==> config.mk <==
export PLATFORM = sky130hd
export DESIGN_NAME = boolean_ca_sequencer
export DESIGN_NICKNAME = d
export VERILOG_FILES = /design/src/rtl/boolean_ca_pkg.sv /design/src/rtl/settle_timer.sv /design/src/rtl/boolean_ca_sequencer.sv
export SDC_FILE = /design/constraint.sdc
export NUM_CORES = 1
export LEC_CHECK = 0
export CORE_MARGIN = 2
export CORE_UTILIZATION = 54
export CTS_CLUSTER_DIAMETER = 120
export DETAILED_ROUTE_END_ITERATION = 16
export PLACE_DENSITY = 0.84
export SETUP_SLACK_MARGIN = 0.4
export SYNTH_ARGS = -nofsm -noshare
export SYNTH_HDL_FRONTEND = slang
export SYNTH_HIERARCHICAL = 1
export SYNTH_SLANG_ARGS = --single-unit
==> constraint.sdc <==
create_clock -name clock -period 4.8 [get_ports clock]
set_input_delay 0.96 -clock clock [delete_from_list [all_inputs] [get_ports clock]]
set_output_delay 0.96 -clock clock [all_outputs]
set_load 0.1 [all_outputs]
==> src/rtl/boolean_ca_pkg.sv <==
// boolean_ca_pkg
// Shared widths and FSM state encoding for the Boolean CA sweep sequencer.
//   VEC_W    : width of the {A,B,C,D} input vector
//   TALLY_W  : width of the E/F hit counters (holds 0..16)
//   SETTLE_W : width of the settle down-counter (holds 0..15)
package boolean_ca_pkg;

    localparam int unsigned VEC_W    = 4;
    localparam int unsigned TALLY_W  = 5;
    localparam int unsigned SETTLE_W = 4;

    typedef enum logic [2:0] {
        StIdle,
        StDrive,
        StSettle,
        StSample,
        StDone
    } state_e;

endpackage

==> src/rtl/settle_timer.sv <==
// settle_timer
// Loadable down-counter used to time the settle wait after a vector is driven.
// Ports:
//   clock, reset_b : clock and asynchronous active-low reset
//   load, load_val : load the counter (has priority over dec)
//   dec            : decrement by one, saturating at zero
//   zero           : counter currently holds zero
//   expire         : counter holds one, so a decrement this cycle reaches zero
module settle_timer
    import boolean_ca_pkg::*;
(
    input  logic                clock,
    input  logic                reset_b,
    input  logic                load,
    input  logic [SETTLE_W-1:0] load_val,
    input  logic                dec,
    output logic                zero,
    output logic                expire
);

    logic [SETTLE_W-1:0] count_q;

    always_ff @(posedge clock or negedge reset_b) begin
        if (!reset_b) begin
            count_q <= '0;
        end else if (load) begin
            count_q <= load_val;
        end else if (dec && (count_q != '0)) begin
            count_q <= count_q - 1'b1;
        end
    end

    assign zero   = (count_q == '0);
    assign expire = (count_q == SETTLE_W'(1));

endmodule

==> src/rtl/boolean_ca_sequencer.sv <==
// boolean_ca_sequencer
// Sweeps an inclusive, wrapping range of 4-bit vectors onto the Boolean CA
// datapath, waits SETTLE_CYCLES, samples E/F and streams each result out while
// counting E=1 and F=1 hits.
// Ports:
//   clock, reset_b        : clock and asynchronous active-low reset
//   start, abort          : begin a sweep (IDLE only) / cut an active sweep short
//   first_vec, last_vec   : inclusive sweep range, latched on start
//   A, B, C, D            : current vector driven to the datapath
//   E, F                  : datapath outputs
//   busy                  : high whenever not IDLE
//   result_valid          : one-cycle pulse per sampled vector
//   result_vec, result_ef : vector and {E,F} of the current result
//   tally_e, tally_f      : E=1 / F=1 counts for this sweep
//   done                  : one-cycle pulse on normal completion
module boolean_ca_sequencer
    import boolean_ca_pkg::*;
#(
    parameter int unsigned SETTLE_CYCLES = 2
) (
    input  logic               clock,
    input  logic               reset_b,
    input  logic               start,
    input  logic               abort,
    input  logic [VEC_W-1:0]   first_vec,
    input  logic [VEC_W-1:0]   last_vec,
    output logic               A,
    output logic               B,
    output logic               C,
    output logic               D,
    input  logic               E,
    input  logic               F,
    output logic               busy,
    output logic               result_valid,
    output logic [VEC_W-1:0]   result_vec,
    output logic [1:0]         result_ef,
    output logic [TALLY_W-1:0] tally_e,
    output logic [TALLY_W-1:0] tally_f,
    output logic               done
);

    localparam logic [SETTLE_W-1:0] SettleLoad = SETTLE_W'(SETTLE_CYCLES);

    state_e             state_q;
    logic [VEC_W-1:0]   vec_q;
    logic [VEC_W-1:0]   last_q;
    logic               busy_q;
    logic               result_valid_q;
    logic [VEC_W-1:0]   result_vec_q;
    logic [1:0]         result_ef_q;
    logic [TALLY_W-1:0] tally_e_q;
    logic [TALLY_W-1:0] tally_f_q;
    logic               done_q;

    logic timer_load;
    logic timer_dec;
    logic timer_zero;
    logic timer_expire;

    assign timer_load = (state_q == StDrive);
    assign timer_dec  = (state_q == StSettle);

    settle_timer u_settle_timer (
        .clock    (clock),
        .reset_b  (reset_b),
        .load     (timer_load),
        .load_val (SettleLoad),
        .dec      (timer_dec),
        .zero     (timer_zero),
        .expire   (timer_expire)
    );

    always_ff @(posedge clock or negedge reset_b) begin
        if (!reset_b) begin
            state_q        <= StIdle;
            vec_q          <= '0;
            last_q         <= '0;
            busy_q         <= 1'b0;
            result_valid_q <= 1'b0;
            result_vec_q   <= '0;
            result_ef_q    <= '0;
            tally_e_q      <= '0;
            tally_f_q      <= '0;
            done_q         <= 1'b0;
        end else begin
            result_valid_q <= 1'b0;
            done_q         <= 1'b0;
            unique case (state_q)
                StIdle: begin
                    // start beats a simultaneous abort here
                    if (start) begin
                        last_q    <= last_vec;
                        vec_q     <= first_vec;
                        tally_e_q <= '0;
                        tally_f_q <= '0;
                        busy_q    <= 1'b1;
                        state_q   <= StDrive;
                    end
                end
                StDrive: begin
                    if (abort) begin
                        busy_q  <= 1'b0;
                        state_q <= StIdle;
                    end else if (SettleLoad == '0) begin
                        state_q <= StSample;
                    end else begin
                        state_q <= StSettle;
                    end
                end
                StSettle: begin
                    if (abort) begin
                        busy_q  <= 1'b0;
                        state_q <= StIdle;
                    end else if (timer_expire || timer_zero) begin
                        state_q <= StSample;
                    end
                end
                StSample: begin
                    // the sample is reported even when aborting in this cycle
                    result_ef_q    <= {E, F};
                    result_vec_q   <= vec_q;
                    result_valid_q <= 1'b1;
                    tally_e_q      <= tally_e_q + {{(TALLY_W-1){1'b0}}, E};
                    tally_f_q      <= tally_f_q + {{(TALLY_W-1){1'b0}}, F};
                    if (abort) begin
                        busy_q  <= 1'b0;
                        state_q <= StIdle;
                    end else if (vec_q == last_q) begin
                        done_q  <= 1'b1;
                        state_q <= StDone;
                    end else begin
                        vec_q   <= vec_q + 1'b1;
                        state_q <= StDrive;
                    end
                end
                StDone: begin
                    busy_q  <= 1'b0;
                    state_q <= StIdle;
                end
                default: begin
                    busy_q  <= 1'b0;
                    state_q <= StIdle;
                end
            endcase
        end
    end

    assign {A, B, C, D}  = vec_q;
    assign busy         = busy_q;
    assign result_valid = result_valid_q;
    assign result_vec   = result_vec_q;
    assign result_ef    = result_ef_q;
    assign tally_e      = tally_e_q;
    assign tally_f      = tally_f_q;
    assign done         = done_q;

endmodule

==> out/results.ini, run 1 <==
[outcome]
outcome=finished clean

[layout]
layout_common_cells=43 x nand2_1, 36 x clkdlybuf4s50_1, 34 x dfrtp_1
drive_above_1_share_pct=7.94
area_growth_pct=27.1
diodes=0
final_common_cell=nand2_1
nets=234
n_fill_cell=235

[sta]
finalHoldViolCount=0
fin_tns_setup_ns=0
finClkSkew_ns=0.0114
layout_min_cycle_time_ns=2.99
fmax_mhz=334
finalCritPeriodShare_pct=62.4
finalSetupViolCount=0
worstMarginPinSlew_ns=0.986
rsz0062_at_grt=no
setup_ws_ns=1.81
drv_slew=0
relSlewSlack_pct=34.1

[worst_hold_path]
hold_path_end=result_ef[0]
worstHoldStart=result_ef[0]
worstHoldPathType=flop to flop
whs_path_depth=2

[logic_synthesis]
synth_area_leaders=dfrtp_1 50%, nand2_1 9.4%, ha_1 5.1%, xnor2_1 2.6%, o21ai_1 2.3%
netlist_instances=172
synth_top_area_share_pct=49.7
ys_ff_latch=34
synth.distinct_cells=42
ys_warn_count=6
syn_area_um2=1710
yosysTopAreaCell=dfrtp_1
syn_avg_cell_area_um2=9.94
ys_seq_area_share_pct=49.7

[global_routing]
grt-ovfl-total=0
grt_max_degree=35
grt_pass1_vias=1322
grt_first_pass_wirelength_um=5870
antenna_found_initial=0
track_usage_pct=22.7

[setup_path]
crit_path_end_kind=primary output
worstPathMaxFanout=7
critPathTopFamily=buffers and inverters
worstPathCellList=clkdlybuf4s50_1
r2r-end=u_settle_timer/count_q[3]
reg2reg_slack_ns=2.53
cp_num_buf_inv=1
slowest_delay_ns=1.20
cp-start-kind=flop
worstPathArrival_ns=2.03
crit-reg2reg-launch=state_q[1]
crit_type=flop to primary output
cp_data_required_time_ns=3.84
reg2reg_depth=4
slowest_stage=clkdlybuf4s50_1

[floorplan]
io_pins=37
die_h_um=60.3
core_area_um2=3030
fp.dieW_um=60.3
rows=20
die_area_um2=3630
start_util_pct=56.5

[clocking]
post-cts-setup-buffer-count=0
cts_buffers=5
ctsResizeCount=0
clockBufferDepth=2
cts_hold_buf=0
path_clk_slew_ns=0.10
htree_levels=2
clkSinkCount=34
cts_tree=yes
cts_root_buf=clkbuf_4
clk-insertion-delay-late_ns=0.34

[job]
maxCapViolCount=0

[place]
io_buffers=36
dp_hpwl_um=2610
routabilityCongestion=0.836
place_ws_ns=2.18

[detailed_routing]
antenna_left=0
via_count=1356
drc=0
first_iter_violations=69
wl_per_cell_um=13.7
vias_per_cell=5.26
drt_wl_total_um=3530
first_pass_iters=4

[power]
p_total_mw=1.58
power.leakage_nw=0.971
cellPowerDensity_nw_per_um2=725
ir_worst_vdd_uv=539

==> where the power goes <==
group / total [mW] / internal (mW) / leakage, nW / switching [mW]
Sequential: 0.505 / 0.385 / 0.433 / 0.120
Combinational: 0.907 / 0.258 / 0.502 / 0.649
Clock: 0.164 / 0.0709 / 0.0353 / 0.0931
==> worst max path at each step <==
stage                     startpoint  endpoint  cells after the start
after global placement      vec_q[0]         D                      1
after CTS                   vec_q[2]         B                      1
final                       vec_q[2]         B                      1
after global routing        vec_q[2]         B                      1
after floorplan             vec_q[0]  vec_q[0]                      4
after detailed placement    vec_q[2]         B                      1
==> sequential cells by signal, summed over array words and instances, names as in the netlist <==
register                flops
tally_e                     5
tally_f                     5
last_q                      4
result_vec                  4
u_settle_timer/count_q      4
vec_q                       4
state_q                     3
result_ef                   2
busy                        1
done                        1
result_valid                1
==> cells in the mapped netlist (all sizes together) <==
master	n
nand2	43
dfrtp	34
o21ai	13
ha	7
nand3	7
nor2	7
a21oi	6
inv	6
xnor2	5
a22o	4
buf	4
xor2	4
nor3b	3
a21o	2
conb	2
nand2b	2
nand3b	2
nand4	2
o221a	2
a211oi	1
a2bb2oi	1
a31oi	1
a32o	1
a41oi	1
and4b	1
clkbuf	1
nand4bb	1
nor3	1
nor4b	1
o311ai	1
o31ai	1
or2	1
or2b	1
or3	1
or3b	1
or4b	1
==> kinds of logic (layout without fill, tap and decap cells) <==
logic type      after synthesis  count (layout)  share of synthesized area [%]
xor+xnor                      9               9                           4.61
compound gates               34              34                           14.0
other cells                   2               4                          0.439
fa+ha+maj                     7               7                           5.12
flops                        34              34                           49.7
simple gates                 75              75                           23.2
buf+inv                      11              51                           2.85
==> metal layers <==
metal  wire (um)  track usage [%]  vias to the layer above
met5           0                0                        -
met1        1550             26.3                      646
met4          54             8.57                        0
met2        1750             39.1                       35
met3         178             6.93                        4
li1            -                -                      671
==> through the flow <==
stage	cells	hold slack [ns]	util [%]	instance area, um2
after global routing	258	0.531	71.8	2170
after floorplan	174	0.467	-	1720
final	258	0.499	71.8	2170
after detailed placement	250	0.477	69.8	2110
after CTS	258	0.500	71.8	2170
after global placement	250	0.457	69.8	2110
==> layout make-up <==
type / count / area (um2) / share of cell area (%)
clock buffer: 7 / 55.1 / 2.53
clock inverter: 1 / 5.00 / 0.230
inverter: 6 / 22.5 / 1.04
multi-input combinational: 129 / 818 / 37.6
sequential: 34 / 851 / 39.1
tap: 44 / 55.1 / 2.53
timing repair buffer: 37 / 368 / 16.9
==> tightest hold or removal path, delay by kind of cell (launching register included) <==
kind / cells / cell delay [ns]
DFF: 1 / 0.37
and+or+nand+nor: 2 / 0.11
Power figures use the tool's default switching activity.
==> inputs of run 2 (changes only) <==
--- a/config.mk
+++ b/config.mk
@@ -6,10 +6,10 @@
 export NUM_CORES = 1
 export LEC_CHECK = 0
 export CORE_MARGIN = 2
-export CORE_UTILIZATION = 54
+export CORE_UTILIZATION = 45
 export CTS_CLUSTER_DIAMETER = 120
 export DETAILED_ROUTE_END_ITERATION = 16
-export PLACE_DENSITY = 0.84
+export PLACE_DENSITY = 0.75
 export SETUP_SLACK_MARGIN = 0.4
 export SYNTH_ARGS = -nofsm -noshare
 export SYNTH_HDL_FRONTEND = slang
==> constraint.sdc (replaced) <==
create_clock -name clock -period 2.5 [get_ports clock]
set_input_delay 0.5 -clock clock [delete_from_list [all_inputs] [get_ports clock]]
set_output_delay 0.5 -clock clock [all_outputs]
set_load 0.1 [all_outputs]
==> run 2 against run 1 <==
Net effect: cell area grew 0.23%; die area grew 19%; global-route usage shrank 4.1 points; hold slack lost 0.020 ns; sequential share of layout area shrank 0.090 points.
==> out/results.ini, run 2 (synthesis gave the netlist of run 1 again) <==
[outcome]
outcome=finished clean

[sta]
setup_ws_ns=0.532  ; -1.27 ns
rsz0062_at_grt=no
fin_tns_setup_ns=0  ; unchanged
fmax_mhz=508
finalCritPeriodShare_pct=78.7
finClkSkew_ns=0.00950  ; -0.00192 ns
layout_min_cycle_time_ns=1.97
finalSetupViolCount=0  ; unchanged
finalHoldViolCount=0  ; unchanged
drv_slew=0  ; unchanged

[place]
routabilityCongestion=0.762  ; -8.9%
dp_hpwl_um=2580  ; -1.5%
io_buffers=36  ; unchanged
place_ws_ns=0.475  ; -1.71 ns

[setup_path]
cp-start-kind=flop
crit_type=flop to flop
worstPathArrival_ns=2.19  ; +0.16 ns
cp_data_required_time_ns=2.72  ; -1.12 ns
worstPathMaxFanout=9  ; +2
crit_path_end_kind=flop
reg2reg_slack_ns=0.53  ; -2.00 ns

[floorplan]
core_area_um2=3660  ; +21%
start_util_pct=46.7  ; -9.8 points
fp.dieW_um=65.7  ; +8.9%
io_pins=37  ; unchanged
rows=22  ; +10%
die_area_um2=4310  ; +19%
die_h_um=65.7  ; +8.9%

[power]
cellPowerDensity_nw_per_um2=1420  ; +96%
power.leakage_nw=1.03  ; +6.4%
ir_worst_vdd_uv=631  ; +17%

[clocking]
cts_hold_buf=0  ; unchanged
clockBufferDepth=2  ; unchanged
cts_buffers=5  ; unchanged
post-cts-setup-buffer-count=0  ; unchanged
clkSinkCount=34  ; unchanged
clk-insertion-delay-late_ns=0.29  ; -0.05 ns
cts_tree=yes
path_clk_slew_ns=0.07  ; -0.03 ns
cts_root_buf=clkbuf_8
ctsResizeCount=0  ; unchanged
htree_levels=2  ; unchanged

[detailed_routing]
antenna_left=0  ; unchanged
first_pass_iters=4  ; unchanged
wl_per_cell_um=13.4  ; -2.3%
first_iter_violations=62  ; -10%
vias_per_cell=5.20  ; -1.1%
via_count=1378  ; +1.6%
drc=0  ; unchanged
drt_wl_total_um=3540  ; +0.37%

[layout]
diodes=0  ; unchanged
layout_common_cells=43 x nand2_1, 34 x dfrtp_1, 27 x buf_4
final_common_cell=nand2_1
drive_above_1_share_pct=20.3  ; +12 points
area_growth_pct=27.4
nets=237  ; +1.3%

[job]
maxCapViolCount=0  ; unchanged

[global_routing]
antenna_found_initial=0  ; unchanged
grt_max_degree=35  ; unchanged
grt_pass1_vias=1388  ; +5.0%
grt_first_pass_wirelength_um=6150  ; +4.8%
grt-ovfl-total=0  ; unchanged
track_usage_pct=18.6  ; -4.1 points

[worst_hold_path]
worstHoldPathType=flop to flop

## run 2: cell types whose count changed in the layout (fill, tap and decap cells not counted), sizes merged
cell,delta
clkbuf,-1
clkdlybuf4s50,-23
buf,+26
clkinvlp,+1
## run 2: area by class of cell
cell class / count / area (um2)
Timing Repair Buffer: 40 / 333
Clock buffer: 6 / 82.6
Sequential cell: 34 / 851
Fill cell: 323 / 1480
Tap cell: 48 / 60.1
Inverter: 6 / 22.5
Multi-Input combinational cell: 129 / 818
Clock inverter: 2 / 12.5
## run 2: critical path, cell delays in order, from the launching register on
cell       delay (ns)
dfrtp_1          0.53
nor3b_1          0.25
buf_4            0.18
or4b_1           0.46
or3_1            0.35
a2bb2oi_2        0.14
## run 2: final timing paths
| check | cells past startpoint | start | to |
|---|---|---|---|
| max | 5 | state_q[0] | u_settle_timer/count_q[3] |
| min in group asynchronous | 2 | reset_b | tally_e[3] |
| min | 2 | result_ef[0] | result_ef[0] |
| min reg2reg | 2 | result_ef[0] | result_ef[0] |
| max in group asynchronous | 2 | reset_b | last_q[1] |
| max reg2reg | 5 | state_q[0] | u_settle_timer/count_q[3] |
## run 2: layer usage
layer	global-route usage (%)	part of all wire [%]	vias to the layer above
li1	-	-	677
met1	23.2	44	662
met2	30.8	49	32
met3	5.31	4.7	7
met4	6.51	1.4	0
met5	0	0	-
## run 2: through the flow
stage / std cells / utilization (%) / hold WS, ns / total power [mW] / area, um2
final: 265 / 59.5 / 0.479 / 3.10 / 2180
after detailed placement: 257 / 56.9 / 0.466 / 2.70 / 2080
after floorplan: 174 / - / 0.204 / 2.30 / 1720
after CTS: 265 / 59.5 / 0.484 / 3.13 / 2180
after global placement: 257 / 56.9 / 0.461 / 2.64 / 2080
after global routing: 265 / 59.5 / 0.524 / 3.30 / 2180
## run 2: power by group
| group | internal [mW] | switching [mW] |
|---|---|---|
| Sequential | 0.741 | 0.198 |
| Clock | 0.221 | 0.199 |
| Combinational | 0.477 | 1.26 |
| Total | 1.44 | 1.66 |
==> inputs of run 3 (changes only) <==
==> constraint.sdc (replaced) <==
create_clock -name clock -period 1.8 [get_ports clock]
set_input_delay 0.36 -clock clock [delete_from_list [all_inputs] [get_ports clock]]
set_output_delay 0.36 -clock clock [all_outputs]
set_load 0.1 [all_outputs]
==> run 3 against run 2 <==
Net effect: maximum frequency up 19%; largest power group unchanged; highest routed layer unchanged; via count up 22%; combinational power is 120% higher; utilization up 22 points.
==> out/results.ini, run 3 (synthesis gave the netlist of run 1 again) <==
[outcome]
outcome=finished clean

[detailed_routing]
antenna_left=0  ; unchanged
via_count=1682  ; +22%
first_pass_iters=5  ; +1
vias_per_cell=5.64  ; +8.5%
drt_wl_total_um=5300  ; +50%
drc=0  ; unchanged
wl_per_cell_um=17.8  ; +33%
first_iter_violations=84  ; +35%

[place]
detailed_place.area_um2=2560  ; +23%
io_buffers=36  ; unchanged
place_ws_ns=-0.0174  ; -0.492 ns
routabilityCongestion=0.822  ; +7.9%
dp_cells=263  ; +2.3%
dp_hpwl_um=2990  ; +16%

[layout]
layout_common_cells=42 x nand2_1, 25 x buf_4, 24 x buf_12
final_core_util_pct=81.4  ; +22 points
n_fill_cell=182  ; -44%
fin_cells=298  ; +12%
regArea_um2=881  ; +3.5%
multi_input_area_um2=1020  ; +25%
finish.instance_area_um2=2980  ; +37%
nets=270  ; +14%
drive_above_1_share_pct=44.4  ; +24 points
final_common_cell=nand2_1
area_growth_pct=74.2
diodes=0  ; unchanged

[power]
ir_worst_vdd_uv=1420  ; +120%
clockPowerShare_pct=9.4  ; -4.2 points
pwr-share-seq_pct=24.6  ; -5.7 points
combPwrFrac_pct=66.1  ; +9.9 points
power.leakage_nw=1.32  ; +27%
cellPowerDensity_nw_per_um2=1950  ; +37%
power_switching_mw=2.85  ; +71%
p_int_mw=2.97  ; +110%
p_sw_share_pct=49.0  ; -4.6 points

[global_routing]
grt_first_pass_wirelength_um=8150  ; +32%
track_usage_pct=25.6  ; +7.0 points
grt-ovfl-total=0  ; unchanged
antenna_found_initial=0  ; unchanged
grt_pass1_vias=1760  ; +27%
grt_max_degree=35  ; unchanged

[floorplan]
rows=22  ; unchanged
start_util_pct=46.7  ; unchanged
die_area_um2=4310  ; unchanged
die_h_um=65.7  ; unchanged
core_area_um2=3660  ; unchanged
fp.dieW_um=65.7  ; unchanged
io_pins=37  ; unchanged

[sta]
fin_tns_setup_ns=0  ; unchanged
layout_min_cycle_time_ns=1.65  ; -0.316 ns
drv_slew=0  ; unchanged
fmax_mhz=605  ; +19%
setup_ws_ns=0.147  ; -0.384 ns
finalHoldViolCount=0  ; unchanged
finalCritPeriodShare_pct=91.8  ; +13 points
finalSetupViolCount=0  ; unchanged
rsz0062_at_grt=yes
finClkSkew_ns=0.00658  ; -0.00292 ns

[setup_path]
worstPathMaxFanout=3  ; -6
reg2reg_slack_ns=0.15  ; -0.38 ns
r2r-end=state_q[0]
cp-start-kind=flop
crit_path_end_kind=flop
crit_start=u_settle_timer/count_q[1]
crit-reg2reg-launch=u_settle_timer/count_q[1]
cp_data_required_time_ns=2.01  ; -0.71 ns
crit_path_end=state_q[0]
worstPathArrival_ns=1.86  ; -0.33 ns
crit_type=flop to flop
reg2reg_depth=7  ; +2

[clocking]
cts_tree=yes
clkSinkCount=34  ; unchanged
clk-insertion-delay-late_ns=0.29  ; about the same
path_clk_slew_ns=0.07  ; about the same
cts_buffers=5  ; unchanged
cts_root_buf=clkbuf_8
htree_levels=2  ; unchanged
cts_hold_buf=0  ; unchanged
clockBufferDepth=2  ; unchanged

[worst_hold_path]
worstHoldPathType=input pin to async pin

[job]
maxCapViolCount=0  ; unchanged

==> run 3: changes by cell type in the layout (fill, tap and decap cells not counted), moves of 3 or more <==
| cell | before | now |
|---|---|---|
| buf_12 | 0 | 24 |
| dfrtp_1 | 34 | 22 |
| buf_6 | 0 | 10 |
| dfrtp_2 | 0 | 6 |
| dfrtp_4 | 0 | 6 |
| ha_1 | 7 | 2 |
| ha_4 | 0 | 5 |
| xnor2_1 | 5 | 1 |
| clkbuf_1 | 0 | 3 |
| inv_1 | 5 | 2 |
| xnor2_2 | 0 | 3 |
==> run 3: worst max-delay path, cell delays in order, from the launching register on <==
cell and delay (ns):
dfrtp_1 0.41, inv_2 0.10, ha_4 0.15, or3b_4 0.39, inv_2 0.08, o311ai_1 0.14
nand2b_1 0.18, a21oi_1 0.14
==> run 3: layout make-up <==
| type | count | area share, % |
|---|---|---|
| sequential | 34 | 29.6 |
| tap | 48 | 2.02 |
| clock buffer | 8 | 2.69 |
| multi-input combinational | 130 | 34.2 |
| timing repair buffer | 72 | 30.6 |
| inverter | 6 | 0.924 |
==> run 3: power by group through the flow <==
stage | clock [mW] | combinational [mW] | sequential [mW]
after detailed placement | 0 | 3.06 | 1.47
final | 0.545 | 3.84 | 1.43
after floorplan | 0 | 0.991 | 2.43
after global placement | 0 | 2.96 | 1.45
after CTS | 0.551 | 3.48 | 1.40
after global routing | 0.582 | 4.01 | 1.46
==> run 3: what timing repair did <==
action | in CTS | in global routing
resized for setup | 14 | 15
setup buffers | 17 | 9
endpoints found under the setup margin | 20 | 32
pin swaps | 11 | 8
gates cloned | 1 | 0
==> run 3: worst min-delay path by stage <==
stage	slack (ns)	cells past startpoint	endpoint	startpoint
floorplan	0.06	0	busy	reset_b
global placement	0.52	1	tally_f[2]	tally_f[2]
detailed placement	0.53	2	last_q[1]	last_q[1]
CTS	0.50	2	tally_e[0]	reset_b
global route	0.53	2	result_ef[1]	reset_b
finish	0.48	2	tally_e[3]	reset_b
==> run 3: routing by layer <==
metal	part of all wire, %	global-route usage (%)
met5	0	0
met4	3.9	12.5
met3	6.7	5.65
met2	53	45.7
met1	37	28.5
==> run 3: stage by stage <==
step | hold WS, ns | power [mW]
floorplan | 0.0644 | 3.42
global placement | 0.518 | 4.41
detailed placement | 0.527 | 4.53
CTS | 0.499 | 5.44
global route | 0.530 | 6.05
finish | 0.484 | 5.82
